==> config.mk <==
export PLATFORM = sky130hd
export DESIGN_NAME = i2c_op_decoder
export DESIGN_NICKNAME = d
export VERILOG_FILES = /design/src/rtl/i2c_op_decoder.sv
export SDC_FILE = /design/constraint.sdc
export NUM_CORES = 1
export LEC_CHECK = 0
export ABC_AREA = 0
export CORE_ASPECT_RATIO = 2
export CORE_MARGIN = 2
export CORE_UTILIZATION = 52
export DETAILED_ROUTE_END_ITERATION = 10
export HOLD_SLACK_MARGIN = 0.02
export MAX_ROUTING_LAYER = met4
export PLACE_DENSITY = 0.77
export SLEW_MARGIN = 0
export SYNTH_ARGS = -nofsm -noshare
export SYNTH_HDL_FRONTEND = slang
export SYNTH_SLANG_ARGS = --single-unit
==> constraint.sdc <==
create_clock -name clk_i -period 2.5 [get_ports clk_i]
set_input_delay 0.5 -clock clk_i [delete_from_list [all_inputs] [get_ports clk_i]]
set_output_delay 0.5 -clock clk_i [all_outputs]
set_load 0.01 [all_outputs]
==> src/rtl/i2c_op_decoder.sv <==
// Passive I2C bus decoder: synchronises SCL/SDA, detects START/STOP and
// deserialises address, data and ACK bits into single-cycle pulses.
module i2c_op_decoder #(
  parameter int unsigned I2C_SLAVE_ADDR_SIZE = 7,
  parameter int unsigned I2C_BYTE_SIZE       = 8,
  parameter int unsigned SYNC_STAGES         = 2
) (
  input  logic                           clk_i,
  input  logic                           rst_n_i,
  input  logic                           scl_i,
  input  logic                           sda_i,
  output logic                           start_o,
  output logic                           stop_o,
  output logic                           op_valid_o,
  output logic [I2C_SLAVE_ADDR_SIZE-1:0] op_addr_o,
  output logic                           op_rw_o,
  output logic                           byte_valid_o,
  output logic [I2C_BYTE_SIZE-1:0]       byte_o,
  output logic                           ack_valid_o,
  output logic                           ack_o,
  output logic                           busy_o
);

  localparam int unsigned CNT_W = $clog2(I2C_BYTE_SIZE);

  typedef enum logic [2:0] {
    IDLE,
    ADDR,
    ADDR_ACK,
    DATA,
    DATA_ACK
  } state_t;

  logic [SYNC_STAGES-1:0]   scl_sync, sda_sync;
  logic                     scl_s, sda_s, scl_q, sda_q;
  logic                     start_det, stop_det, rise_det;
  logic                     start_ev, stop_ev, rise_ev, bit_ev;

  state_t                   state_q, state_d;
  logic [CNT_W-1:0]         cnt_q, cnt_d;
  logic [I2C_BYTE_SIZE-1:0] shreg_q, shreg_d, shifted;
  logic                     last_bit;
  logic                     start_d, stop_d, op_d, byte_d, ack_d, busy_d;

  assign scl_s = scl_sync[SYNC_STAGES-1];
  assign sda_s = sda_sync[SYNC_STAGES-1];

  // Idle-bus reset values keep reset release from looking like an edge
  always_ff @(posedge clk_i or negedge rst_n_i) begin
    if (!rst_n_i) begin
      scl_sync <= '1;
      sda_sync <= '1;
      scl_q    <= 1'b1;
      sda_q    <= 1'b1;
    end else begin
      scl_sync <= {scl_sync[SYNC_STAGES-2:0], scl_i};
      sda_sync <= {sda_sync[SYNC_STAGES-2:0], sda_i};
      scl_q    <= scl_s;
      sda_q    <= sda_s;
    end
  end

  // SCL rise wins over START/STOP when both lines move together
  assign rise_det  = ~scl_q & scl_s;
  assign start_det = scl_q & scl_s & sda_q & ~sda_s;
  assign stop_det  = scl_q & scl_s & ~sda_q & sda_s;

  always_ff @(posedge clk_i or negedge rst_n_i) begin
    if (!rst_n_i) begin
      start_ev <= 1'b0;
      stop_ev  <= 1'b0;
      rise_ev  <= 1'b0;
      bit_ev   <= 1'b0;
    end else begin
      start_ev <= start_det;
      stop_ev  <= stop_det;
      rise_ev  <= rise_det;
      bit_ev   <= sda_s;
    end
  end

  assign shifted  = {shreg_q[I2C_BYTE_SIZE-2:0], bit_ev};
  assign last_bit = (cnt_q == CNT_W'(I2C_BYTE_SIZE - 1));

  // Next-state and pulse decode
  always_comb begin
    state_d = state_q;
    cnt_d   = cnt_q;
    shreg_d = shreg_q;
    start_d = 1'b0;
    stop_d  = 1'b0;
    op_d    = 1'b0;
    byte_d  = 1'b0;
    ack_d   = 1'b0;
    busy_d  = busy_o;
    if (start_ev) begin
      start_d = 1'b1;
      busy_d  = 1'b1;
      state_d = ADDR;
      cnt_d   = '0;
      shreg_d = '0;
    end else if (stop_ev) begin
      stop_d  = 1'b1;
      busy_d  = 1'b0;
      state_d = IDLE;
      cnt_d   = '0;
      shreg_d = '0;
    end else if (rise_ev) begin
      case (state_q)
        ADDR, DATA: begin
          shreg_d = shifted;
          cnt_d   = CNT_W'(cnt_q + 1'b1);
          if (last_bit) begin
            cnt_d = '0;
            if (state_q == ADDR) begin
              op_d    = 1'b1;
              state_d = ADDR_ACK;
            end else begin
              byte_d  = 1'b1;
              state_d = DATA_ACK;
            end
          end
        end
        ADDR_ACK, DATA_ACK: begin
          ack_d   = 1'b1;
          state_d = DATA;
          cnt_d   = '0;
          shreg_d = '0;
        end
        default: ;
      endcase
    end
  end

  always_ff @(posedge clk_i or negedge rst_n_i) begin
    if (!rst_n_i) begin
      state_q      <= IDLE;
      cnt_q        <= '0;
      shreg_q      <= '0;
      start_o      <= 1'b0;
      stop_o       <= 1'b0;
      op_valid_o   <= 1'b0;
      op_addr_o    <= '0;
      op_rw_o      <= 1'b0;
      byte_valid_o <= 1'b0;
      byte_o       <= '0;
      ack_valid_o  <= 1'b0;
      ack_o        <= 1'b0;
      busy_o       <= 1'b0;
    end else begin
      state_q      <= state_d;
      cnt_q        <= cnt_d;
      shreg_q      <= shreg_d;
      start_o      <= start_d;
      stop_o       <= stop_d;
      op_valid_o   <= op_d;
      byte_valid_o <= byte_d;
      ack_valid_o  <= ack_d;
      busy_o       <= busy_d;
      if (op_d) begin
        op_addr_o <= shifted[I2C_SLAVE_ADDR_SIZE:1];
        op_rw_o   <= shifted[0];
      end
      if (byte_d) byte_o <= shifted;
      if (ack_d)  ack_o  <= ~bit_ev;
    end
  end

endmodule

==> summary.md, run 1 <==
| Metric | Value |
|---|---|
| Clock skew | `0.00810 ns` |
| Vias | `1002` |
| Fraction of the cycle the final worst path needs | `81.1%` |
| Worst-path fanout max | `10` |
| CP endpoint kind | `flip-flop` |
| Die W | `44.8 microns` |
| Largest cells by area after synthesis | `dfrtp_1 58%, mux2_2 11%, dfstp_2 9.1%` |
| Die area | `3830 sq um` |
| Hold_buf cts | `0` |
| Sw Ratio | `25.6%` |
| Nets | `149` |
| CP Data Arrival Time | `2.20 ns` |
| Fin crit period | `2.03 ns` |
| DP HPWL | `2.03 mm` |
| Antenna-violating nets left | `0` |
| Status | `completed` |
| CTS root buffer | `clkbuf_8` |
| Total grt overflow | `0` |
| Slew @ Worst Pin | `0.959 ns` |
| Synth warn | `0` |
| Port Buffers | `26` |
| Hold Path Class | `input port to asynchronous set/reset pin` |
| Required time of the worst setup path | `2.68 ns` |
| Internal power | `0.00115 W` |
| Yosys top cell by area | `dfrtp_1` |
| Gpl congestion | `0.736` |
| Count leader, synth | `dfrtp_1` |
| Logic pwr share | `13.8%` |
| Syn-to-layout area delta | `22.0%` |
| Setup tns final | `0 ns` |
| DRC | `0` |
| Worst setup slack after layout | `0.472 ns` |
| Main flop type after synthesis | `dfrtp_1` |
| Synth top cells by count | `40 x dfrtp_1, 17 x mux2_2, 9 x a22o_1` |
| CP Class | `flip-flop to flip-flop` |
| Worst skew pair latency | `0.29 ns` |
| Final WL | `2.95 mm` |
| Slew Viols, Final | `0` |
| PwrDens | `734 nW/um^2` |
| Setup violators final | `0` |
| Relative slew slack | `36.1%` |
| Psw | `0.000397 W` |
| Hold Vio Cnt, Final | `0` |
| Routed wire per std cell | `16.9 microns` |
| RSZ-0062 raised after global routing | `no` |
| CTS tree | `yes` |
| Die H | `85.5 microns` |
| Clock power frac | `29.0%` |
| Flop pwr share | `57.1%` |
| Antenna violations before repair | `0` |
| Mapped cell area | `1730 sq um` |
| Number of enable flip-flop cells after synthesis | `0` |
| Avg Synthesized Cell Area | `15.4 sq um` |
| Max Cap Viol | `0` |
| Io pins | `27` |
| Clock sinks | `46` |
| Setup Buffers After CTS | `0` |
| CTS max path bufs | `2` |
| Vias per cell | `5.73` |
| Unique masters post-synth | `28` |
| Critical path launch point type | `flip-flop` |
| CTS clk-pin slew, worst paths | `0.08 ns` |
| Share of the synthesized area in the top cell type | `57.9%` |
| Post-cts resize count | `0` |
| Initial cell density of the core | `54.7%` |
| Largest net degree at the start of global routing | `47` |
| Net count after synthesis | `118` |
| Place WS | `0.487 ns` |
| First-pass GRT wire length | `5.03 mm` |
| Vias in the first global route | `1108` |
| Drt first pass iters | `4` |
| Max VDD drop | `0.569 mV` |
| Synth Register Bits | `46` |
| P_leak | `0.977 nW` |
| GRT Total Usage | `18.7%` |
| Number of diodes | `0` |
| Total core area | `3160 sq um` |
| Register area share after synthesis | `67.1%` |
| Rows | `29` |
| TritonCTS Buffers | `5` |
| Ys async rst share | `100%` |
| DRT iter0 DRCs | `26` |
| Mapped Cells | `112` |
| H-tree lvl count | `2` |
| Share of cells above drive strength 1 | `26.4%` |
| FMAX | `0.493 GHz` |
==> flip-flops by register name (all words and copies together) (netlist names), 2 cells and up <==
name and flops:
byte_o 8, op_addr_o 7, shreg_q 7, cnt_q 3, state_q 3, scl_sync 2, sda_sync 2
==> cell type report <==
class | count | area (sq um)
fillers | 240 | 1050
clock buffers | 7 | 86.3
flip-flops and latches | 46 | 1160
inverters | 4 | 15.0
multi-input cells | 58 | 534
well taps | 31 | 38.8
clock inverters | 1 | 5.00
repair buffers | 28 | 270
==> power by group through the flow <==
stage / combinational [W] / clock, W / sequential [W]
2_1_floorplan: 0.000161 / 0 / 0.000869
3_3_place_gp: 0.000204 / 0 / 0.000890
3_5_place_dp: 0.000219 / 0 / 0.000898
4_1_cts: 0.000220 / 0.000464 / 0.000885
5_1_grt: 0.000243 / 0.000493 / 0.000896
6_report: 0.000214 / 0.000450 / 0.000885
==> critical path, stage by stage, from the launching register on <==
cell,delay [ns]
dfrtp_1,0.44
or2_0,0.40
nor4_4,0.67
mux2_2,0.41
==> routing by layer <==
layer | part of all wire [%] | track usage [%] | up-vias | routed length, microns
li1 | - | - | 462 | -
met1 | 39 | 20.7 | 517 | 1150
met2 | 56 | 30.4 | 17 | 1650
met3 | 2.7 | 4.42 | 6 | 79
met4 | 2.6 | 9.09 | 0 | 76
met5 | 0 | - | - | 0
==> cell families (layout without fill, tap and decap cells) <==
kind of cell,count (synthesis),after routing,synth area share (%)
AO/OA/AOI/OAI,18,18,8.33
adder cells (fa/ha/maj),2,2,1.45
multiplexers,19,19,12.2
buffers and inverters,8,40,2.03
XOR/XNOR,1,1,0.507
AND/OR/NAND/NOR,18,18,8.40
flip-flops,46,46,67.1
==> metrics by stage <==
stage	hold WS (ns)	area, sq um	total power, W	cells	util (%)
2_1_floorplan	0.204	1730	0.00103	112	-
3_3_place_gp	0.347	2020	0.00109	167	63.9
3_5_place_dp	0.348	2020	0.00112	167	63.9
4_1_cts	0.352	2110	0.00157	175	66.8
5_1_grt	0.360	2110	0.00163	175	66.8
6_report	0.348	2110	0.00155	175	66.8
==> worst paths after layout <==
path	startpoint	to	slack, ns	depth (start not counted)
max	stop_ev	byte_o[1]	0.47	3
min	rst_n_i	stop_o	0.35	1
max reg2reg	stop_ev	byte_o[1]	0.47	3
min reg2reg	sda_sync[0]	sda_sync[1]	0.35	0
max in group asynchronous	rst_n_i	op_addr_o[3]	1.55	1
min in group clk_i	sda_sync[0]	sda_sync[1]	0.35	0
==> placed cells by master, fill, tap and decap left out <==
cell,instances
dfrtp_1,40
clkdlybuf4s50_1,25
mux2_2,17
a22o_1,9
clkbuf_8,6
dfstp_2,6
inv_1,4
nand2_1,3
o21ai_0,3
nor2b_1,2
nor3b_1,2
nor4_4,2
nand2b_1,2
mux2i_1,2
ha_1,2
buf_4,2
xnor2_1,1
or2_0,1
nor4b_1,1
nor3_2,1
or3_1,1
a31oi_1,1
nor4_1,1
o22a_1,1
a21boi_0,1
nor2_1,1
o221a_2,1
or4b_2,1
o311ai_0,1
a21o_1,1
clkinv_2,1
clkbuf_1,1
buf_2,1
Power figures use the tool's default switching activity.
==> run 2, diff against run 1 <==
clock period = 2.1 ns   (was 2.5 ns; I/O delays follow)
==> run 2 against run 1 <==
Clock-buffer cell count down 1. Setup slack worse by 0.23 ns. Global-route usage up 0.34 points. Sequential share of layout area down 0.55 points. Combinational power up 20%. Sequential power up 19%. Register-to-register slack worse by 0.23 ns. Non-clock buffer count up 4. Wire length up 0.30%. Die area unchanged. Critical path type unchanged. Critical endpoint is now state_q[0].
==> summary.md, run 2 (same netlist as run 1, synthesis figures left out) <==
| Metric | Value |
|---|---|
| Status | `completed` |
| Largest net degree at the start of global routing | `31` |
| Setup tns final | `0 ns` |
| H-tree lvl count | `2` |
| Port Buffers | `26` |
| GRT Total Usage | `19.0%` |
| Max VDD drop | `0.656 mV` |
| Nets | `153` |
| Io pins | `27` |
| FMAX | `0.539 GHz` |
| Total grt overflow | `0` |
| Hold Vio Cnt, Final | `0` |
| Max Cap Viol | `0` |
| Share of cells above drive strength 1 | `28.4%` |
| Worst-path fanout max | `5` |
| CTS root buffer | `clkbuf_8` |
| CP Cell Sequence | `ha_1 > ha_1 > or4b_2 > o311ai_0 > mux2_2` |
| Worst skew pair latency | `0.30 ns` |
| Relative slew slack | `58.6%` |
| Clock skew | `0.00896 ns` |
| Hold_buf cts | `0` |
| Vias in the first global route | `1071` |
| CTS max path bufs | `2` |
| DP HPWL | `2.10 mm` |
| Slew @ Worst Pin | `0.621 ns` |
| DRT iter0 DRCs | `22` |
| Slew Viols, Final | `0` |
| Drt first pass iters | `4` |
| Die H | `85.5 microns` |
| Die W | `44.8 microns` |
| Clock sinks | `46` |
| Antenna violations before repair | `0` |
| Gpl congestion | `0.818` |
| Routed wire per std cell | `16.6 microns` |
| Most common cell after layout, fill and taps aside | `dfrtp_1` |
| DRC | `0` |
| Die area | `3830 sq um` |
| Number of flip-flops in the largest register | `8` |
| CP Class | `flip-flop to flip-flop` |
| First-pass GRT wire length | `5.05 mm` |
| Critical-path top delay cell | `or4b_2` |
| Max incr delay on CP | `0.61 ns` |
| Reg with most FFs | `byte_o` |
| CP endpoint kind | `flip-flop` |
| Final WL | `2.96 mm` |
| Top flop regs | `byte_o x8, op_addr_o x7, shreg_q x7` |
| Fin crit period | `1.85 ns` |
| CP Data Arrival Time | `2.09 ns` |
| Setup Buffers After CTS | `0` |
| Syn-to-layout area delta | `23.2%` |
| TritonCTS Buffers | `5` |
| Worst Path Buf+Inv | `0` |
| Critical path launch point type | `flip-flop` |
| Rows | `29` |
| P_leak | `0.994 nW` |
| RSZ-0062 raised after global routing | `no` |
| Number of diodes | `0` |
| Total power | `0.00181 W` |
| Commonest cells after routing, fill and taps aside | `40 x dfrtp_1, 25 x clkdlybuf4s50_1, 17 x mux2_2, 9 x a22o_1` |
| Total core area | `3160 sq um` |
| CP most frequent cell | `ha_1` |
| Setup violators final | `0` |
| Vias | `1017` |
| Critical path's top delay family | `simple AND/OR/NAND/NOR gates` |
| Antenna-violating nets left | `0` |
| Vias per cell | `5.68` |
| Fraction of the cycle the final worst path needs | `88.3%` |
| Required time of the worst setup path | `2.34 ns` |
| CTS clk-pin slew, worst paths | `0.08 ns` |
| Hold Path Class | `input port to asynchronous set/reset pin` |
| PwrDens | `849 nW/um^2` |
| CTS tree | `yes` |
| Post-cts resize count | `0` |
| Initial cell density of the core | `54.7%` |
## run 2: cell types whose count changed in the layout (fill, tap and decap cells not counted)
cell	delta
clkinv_2	+1
clkbuf_8	-1
buf_4	+4
## run 2: path summary, 6_finish.rpt
path	start	to	slack, ns	cells past startpoint
min	rst_n_i	stop_o	0.13	1
min in group clk_i	scl_sync[0]	scl_sync[1]	0.36	0
max reg2reg	cnt_q[0]	state_q[0]	0.25	5
min reg2reg	scl_sync[0]	scl_sync[1]	0.36	0
max	cnt_q[0]	state_q[0]	0.25	5
max in group asynchronous	rst_n_i	scl_q	1.33	2
## run 2: where the power goes
part	internal (W)	switching, W	total [W]
Combinational	0.000138	0.000118	0.000256
Sequential	0.000969	0.0000829	0.00105
Clock	0.000230	0.000271	0.000501
Total	0.00134	0.000471	0.00181
## run 2: final cells by class
type	instances	area, sq um
Clock buffer	6	72.6
Tap cell	31	38.8
Multi-Input combinational cell	58	534
Fill cell	245	1030
Inverter	4	15.0
Sequential cell	46	1160
Clock inverter	2	10.0
Timing Repair Buffer	32	300
## run 2: layer usage
layer | up-vias | track usage [%] | share of wire (%)
li1 | 470 | - | -
met1 | 517 | 23.2 | 40
met2 | 23 | 28.3 | 54
met3 | 7 | 3.79 | 3.0
met4 | 0 | 11.8 | 2.7
met5 | - | - | 0
## run 2: stage by stage
stage / util, % / hold WS [ns] / area, sq um / setup slack [ns] / std cells
after floorplan: - / 0.124 / 1730 / 0.334 / 112
after global placement: 64.8 / 0.347 / 2050 / 0.297 / 171
after detailed placement: 64.8 / 0.348 / 2050 / 0.265 / 171
after CTS: 67.5 / 0.154 / 2130 / 0.250 / 179
after global routing: 67.5 / 0.191 / 2130 / 0.143 / 179
final: 67.5 / 0.133 / 2130 / 0.246 / 179
==> RTL change 1 (settings of run 1) <==
`shreg_q` no longer has a reset.
--- a/src/rtl/i2c_op_decoder.sv
+++ b/src/rtl/i2c_op_decoder.sv
@@ -138,3 +138,2 @@
       cnt_q        <= '0;
-      shreg_q      <= '0;
       start_o      <= 1'b0;
@@ -152,3 +151,2 @@
       cnt_q        <= cnt_d;
-      shreg_q      <= shreg_d;
       start_o      <= start_d;
@@ -168,2 +166,6 @@
 
+  always_ff @(posedge clk_i) begin
+    shreg_q <= shreg_d;
+  end
+
 endmodule
Formal check against the unedited RTL: same outputs for any inputs over 10 cycles, from zero or initial values and one cycle with rst_n_i low; that may be too few to reach the edited logic, so the function may still have changed.
==> RTL change 1 against run 1 <==
  * Sequential cell count unchanged
  * Worst setup slack better by 0.16 ns
  * Via count down 1.2%
  * Design area down 2.2%
  * Area after synthesis about the same
  * Count of clock-buffer cells in the layout down 1
  * Clock skew up 0.0038 ns
  * Clock power down 6.2%
  * Cell count down 0.57%
  * Wire length down 2.8%
  * Die area about the same
  * Total power down 5.5%
  * Critical endpoint is now op_addr_o[0]
==> RTL change 1: results (changes against run 1) <==
The sum of met3 wire segment lengths after detailed routing was 87 µm (+10%). The slack of the worst reg-to-reg path came out at 0.63 ns (+0.16 ns). The number of global-route vias before repair is 1091 (-1.5%). First-pass GRT wire length: 5.05 mm (+0.40%). The met1 track utilization from global routing was 0.239 (+0.0318). The logs give 1.51 mm (-8.5%) for the total length of routed met2 wires and 2.04 ns (-0.16 ns) for the data arrival time at the worst-slack endpoint.

The maximum number of pins on one net before global-route repair came out at 40 (-15%). The flow ran to the end, and the final reports show no timing, DRC or antenna violations. The switching power was 0.000365 W (-8.1%).

The total routing resource utilization after global routing was 0.188 (+0.000873); the combinational power was 0.000175 W (-18%). For the number of cells in the design after placement, the log shows 166 (-0.60%). The routed length per instance was 16.5 µm (-2.3%). The longest individual stage delay on the worst path works out to 0.40 ns (-0.27 ns). The run gives 0.0119 ns (+0.00376 ns) as the worst setup skew after layout. The tools report the portion of the post-synthesis area used by sequential elements as 0.650 (-0.0207). Cell with the largest stage delay on the worst path: nor3_4.

The post-DP HPWL is 1.94 mm (-4.7%), and the number of nets in the layout is 148 (-0.67%). The tools report the leakage power summed over all cells as 0.985 nW (+0.87%). The tools report the post-route non-filler standard cell count as 174 (-0.57%). Ranked by instance count, the synthesized netlist is headed by 33 x dfrtp_1, 16 x mux2_2, 9 x a22o_1. The routing usage on met2 is 0.277 (-0.0277), and the number of violations reported at the end of detailed-routing iteration 0 is 30 (+15%). For the cell area reported after detailed placement, the log shows 0.00198 mm² (-1.9%). The peak fanout along the critical path is 9 (-1).
RTL change 1: cell types whose count changed in the layout (fill, tap and decap cells not counted), sizes merged, moves of 2 or more:
cell | run 1 | this run
nor4 | 3 | 1
nand2 | 3 | 1
a21o | 1 | 3
dfrtp | 40 | 33
dfxtp | 0 | 7
buf | 3 | 1
a21oi | 0 | 3
nand2b | 2 | 0
RTL change 1: cell type report:
cell class              count  area, µm²
well taps                  31       38.8
repair buffers             26        255
fillers                   250       1090
flip-flops and latches     46       1120
clock buffers               6       72.6
clock inverters             2       10.0
inverters                   5       18.8
multi-input cells          58        543
RTL change 1: logic make-up after synthesis:
kind of cell | after synthesis | synth area share
buf+inv | 10 | 0.0362
flops | 46 | 0.650
xor+xnor | 1 | 0.00507
fa+ha+maj | 2 | 0.0145
compound gates | 20 | 0.0955
mux | 18 | 0.116
simple gates | 17 | 0.0832
==> RTL change 2 (config.mk and constraints of run 1) <==
Made on the original files. Set the parameter `I2C_BYTE_SIZE` to 16 (it was 8).
--- a/src/rtl/i2c_op_decoder.sv
+++ b/src/rtl/i2c_op_decoder.sv
@@ -4,3 +4,3 @@
   parameter int unsigned I2C_SLAVE_ADDR_SIZE = 7,
-  parameter int unsigned I2C_BYTE_SIZE       = 8,
+  parameter int unsigned I2C_BYTE_SIZE       = 16,
   parameter int unsigned SYNC_STAGES         = 2
Ports: changed (resized byte_o); port bits go from 27 to 35. The function was not compared with the original's and may differ.
==> RTL change 2 against run 1 <==
  * Total power increased by 53%
  * First-iteration DRC count decreased by 23%
  * Worst setup slack improved by 0.030 ns
  * Sequential power increased by 33%
  * Area after synthesis increased by 37%
  * Fmax increased by 1.5%
  * Sequential cell count increased by 17
  * Critical path depth increased by 1
  * Wire length increased by 41%
  * Count of clock-buffer cells in the layout increased by 3
  * Design area increased by 42%
  * Highest routed layer unchanged
  * Utilization increased by 1.4 points
==> RTL change 2: results (changes against run 1) <==
The worst register-to-register path begins at cnt_q[0]. The clock buffer count from CTS was 9 (+4). In the final layout, the registers with the most flip-flops are byte_o: 16 flops, shreg_q: 15 flops, op_addr_o: 7 flops. Worst setup skew after layout: 0.00932 ns (+0.00122 ns). Yosys attributes the largest share of cell area to dfrtp_1 60%, mux2_2 11%, dfstp_2 6.7%. The final instance area was 0.00299 mm² (+42%). The post-route non-filler standard cell count is 259 (+48%), and the first-pass GRT wire length is 6.99 mm (+39%). The tools report the H-tree depth reported by CTS as 3 (+1).

The adder-cell share of the synthesized area is 0.00528 (-0.00920), and the number of cells in the design after placement is 243 (+46%). For the number of fill cells, the log shows 312 (+30%). For the number of nets in the layout, the log shows 205 (+38%). By count the netlist is led by 57 x dfrtp_1, 24 x mux2_2, 16 x a22o_1. The distinct cell type count of the synthesized netlist is 32 (+14%).

The synthesized area per cell came out at 14.9 µm² (-3.4%). The XOR/XNOR share of the synthesized area is 0.00370 (-0.00137). The global placer's final weighted congestion was 0.795 (+8.0%). The worst slew margin relative to its limit was 0.496 (+0.135). Count of input and output buffers: 34 (+31%).

The final routed wirelength across all metal layers was 4.17 mm (+41%). The mux share of post-synthesis cell area was 0.118 (-0.00404); the post-DP HPWL was 2.81 mm (+38%). The run finished with clean final reports. The net count of the mapped netlist is 164 (+39%), and the insertion delay to the later sink of the worst-skew pair is 0.33 ns (+0.04 ns). The number of global-route vias before repair was 1493 (+35%); the total routing resource utilization after global routing was 0.194 (+0.00656).

The tools report the cell area reported after detailed placement as 0.00276 mm² (+37%). Largest vdd supply drop: 0.000603 V (+6.1%). The placement-stage worst setup slack was 0.523 ns (+0.0358 ns); the share of the synthesized area in compound gates (AO/OA/AOI/OAI) was 0.106 (+0.0224). The longest individual stage delay on the worst path works out to 0.55 ns (-0.12 ns). The fraction of final layout cells with drive strength greater than 1 works out to 0.278 (+0.0142). The peak fanout along the critical path was 9 (-1). The tools report the portion of the post-synthesis area used by sequential elements as 0.669 (-0.00175). The routed via count divided by cell count is 5.64 (-1.4%). The tools report the number of violations reported at the end of detailed-routing iteration 0 as 20 (-23%).
-- RTL change 2: area by class of cell --
cell class,instances,area share
tap,54,0.0226
inverter,4,0.00502
clock buffer,10,0.0460
sequential,63,0.530
clock inverter,6,0.0310
timing repair buffer,37,0.120
multi-input combinational,85,0.246
-- RTL change 2: cells by family (layout without fill, tap and decap cells) --
| group | Yosys count | after routing |
|---|---|---|
| buffers and inverters | 11 | 57 |
| multiplexers | 25 | 25 |
| XOR/XNOR | 1 | 1 |
| AO/OA/AOI/OAI | 33 | 33 |
| adder cells (fa/ha/maj) | 1 | 1 |
| flip-flops | 63 | 63 |
| AND/OR/NAND/NOR | 25 | 25 |
-- RTL change 2: path summary, 6_finish.rpt --
check                               end  slack, ns  depth (start not counted)
min                             stop_ev       0.32                          2
min reg2reg                 scl_sync[1]       0.35                          0
max reg2reg                op_addr_o[0]       0.50                          4
max                        op_addr_o[0]       0.50                          4
max in group asynchronous  op_addr_o[4]       1.68                          2
min in group clk_i          scl_sync[1]       0.35                          0
-- RTL change 2: metal layers --
metal  up-vias  track usage  wire, µm
met3        11       0.0345       109
met4         0        0.128       111
met2        43        0.303      2260
met1       751        0.223      1690
li1        657            -         -
met5         -            -         0
-- RTL change 2: power by group --
group	total [W]	leakage [nW]	internal, W	switching [W]
Clock	0.000985	0.109	0.000593	0.000392
Combinational	0.000212	0.479	0.000102	0.000110
Sequential	0.00118	0.845	0.00109	0.0000887
-- RTL change 2: worst max-delay path: cells and delay by family, from the launching register on --
kind                     cells  cell delay [ns]
flip-flops                   1             0.42
AND/OR/NAND/NOR              2             0.80
adder cells (fa/ha/maj)      1             0.25
multiplexers                 1             0.41
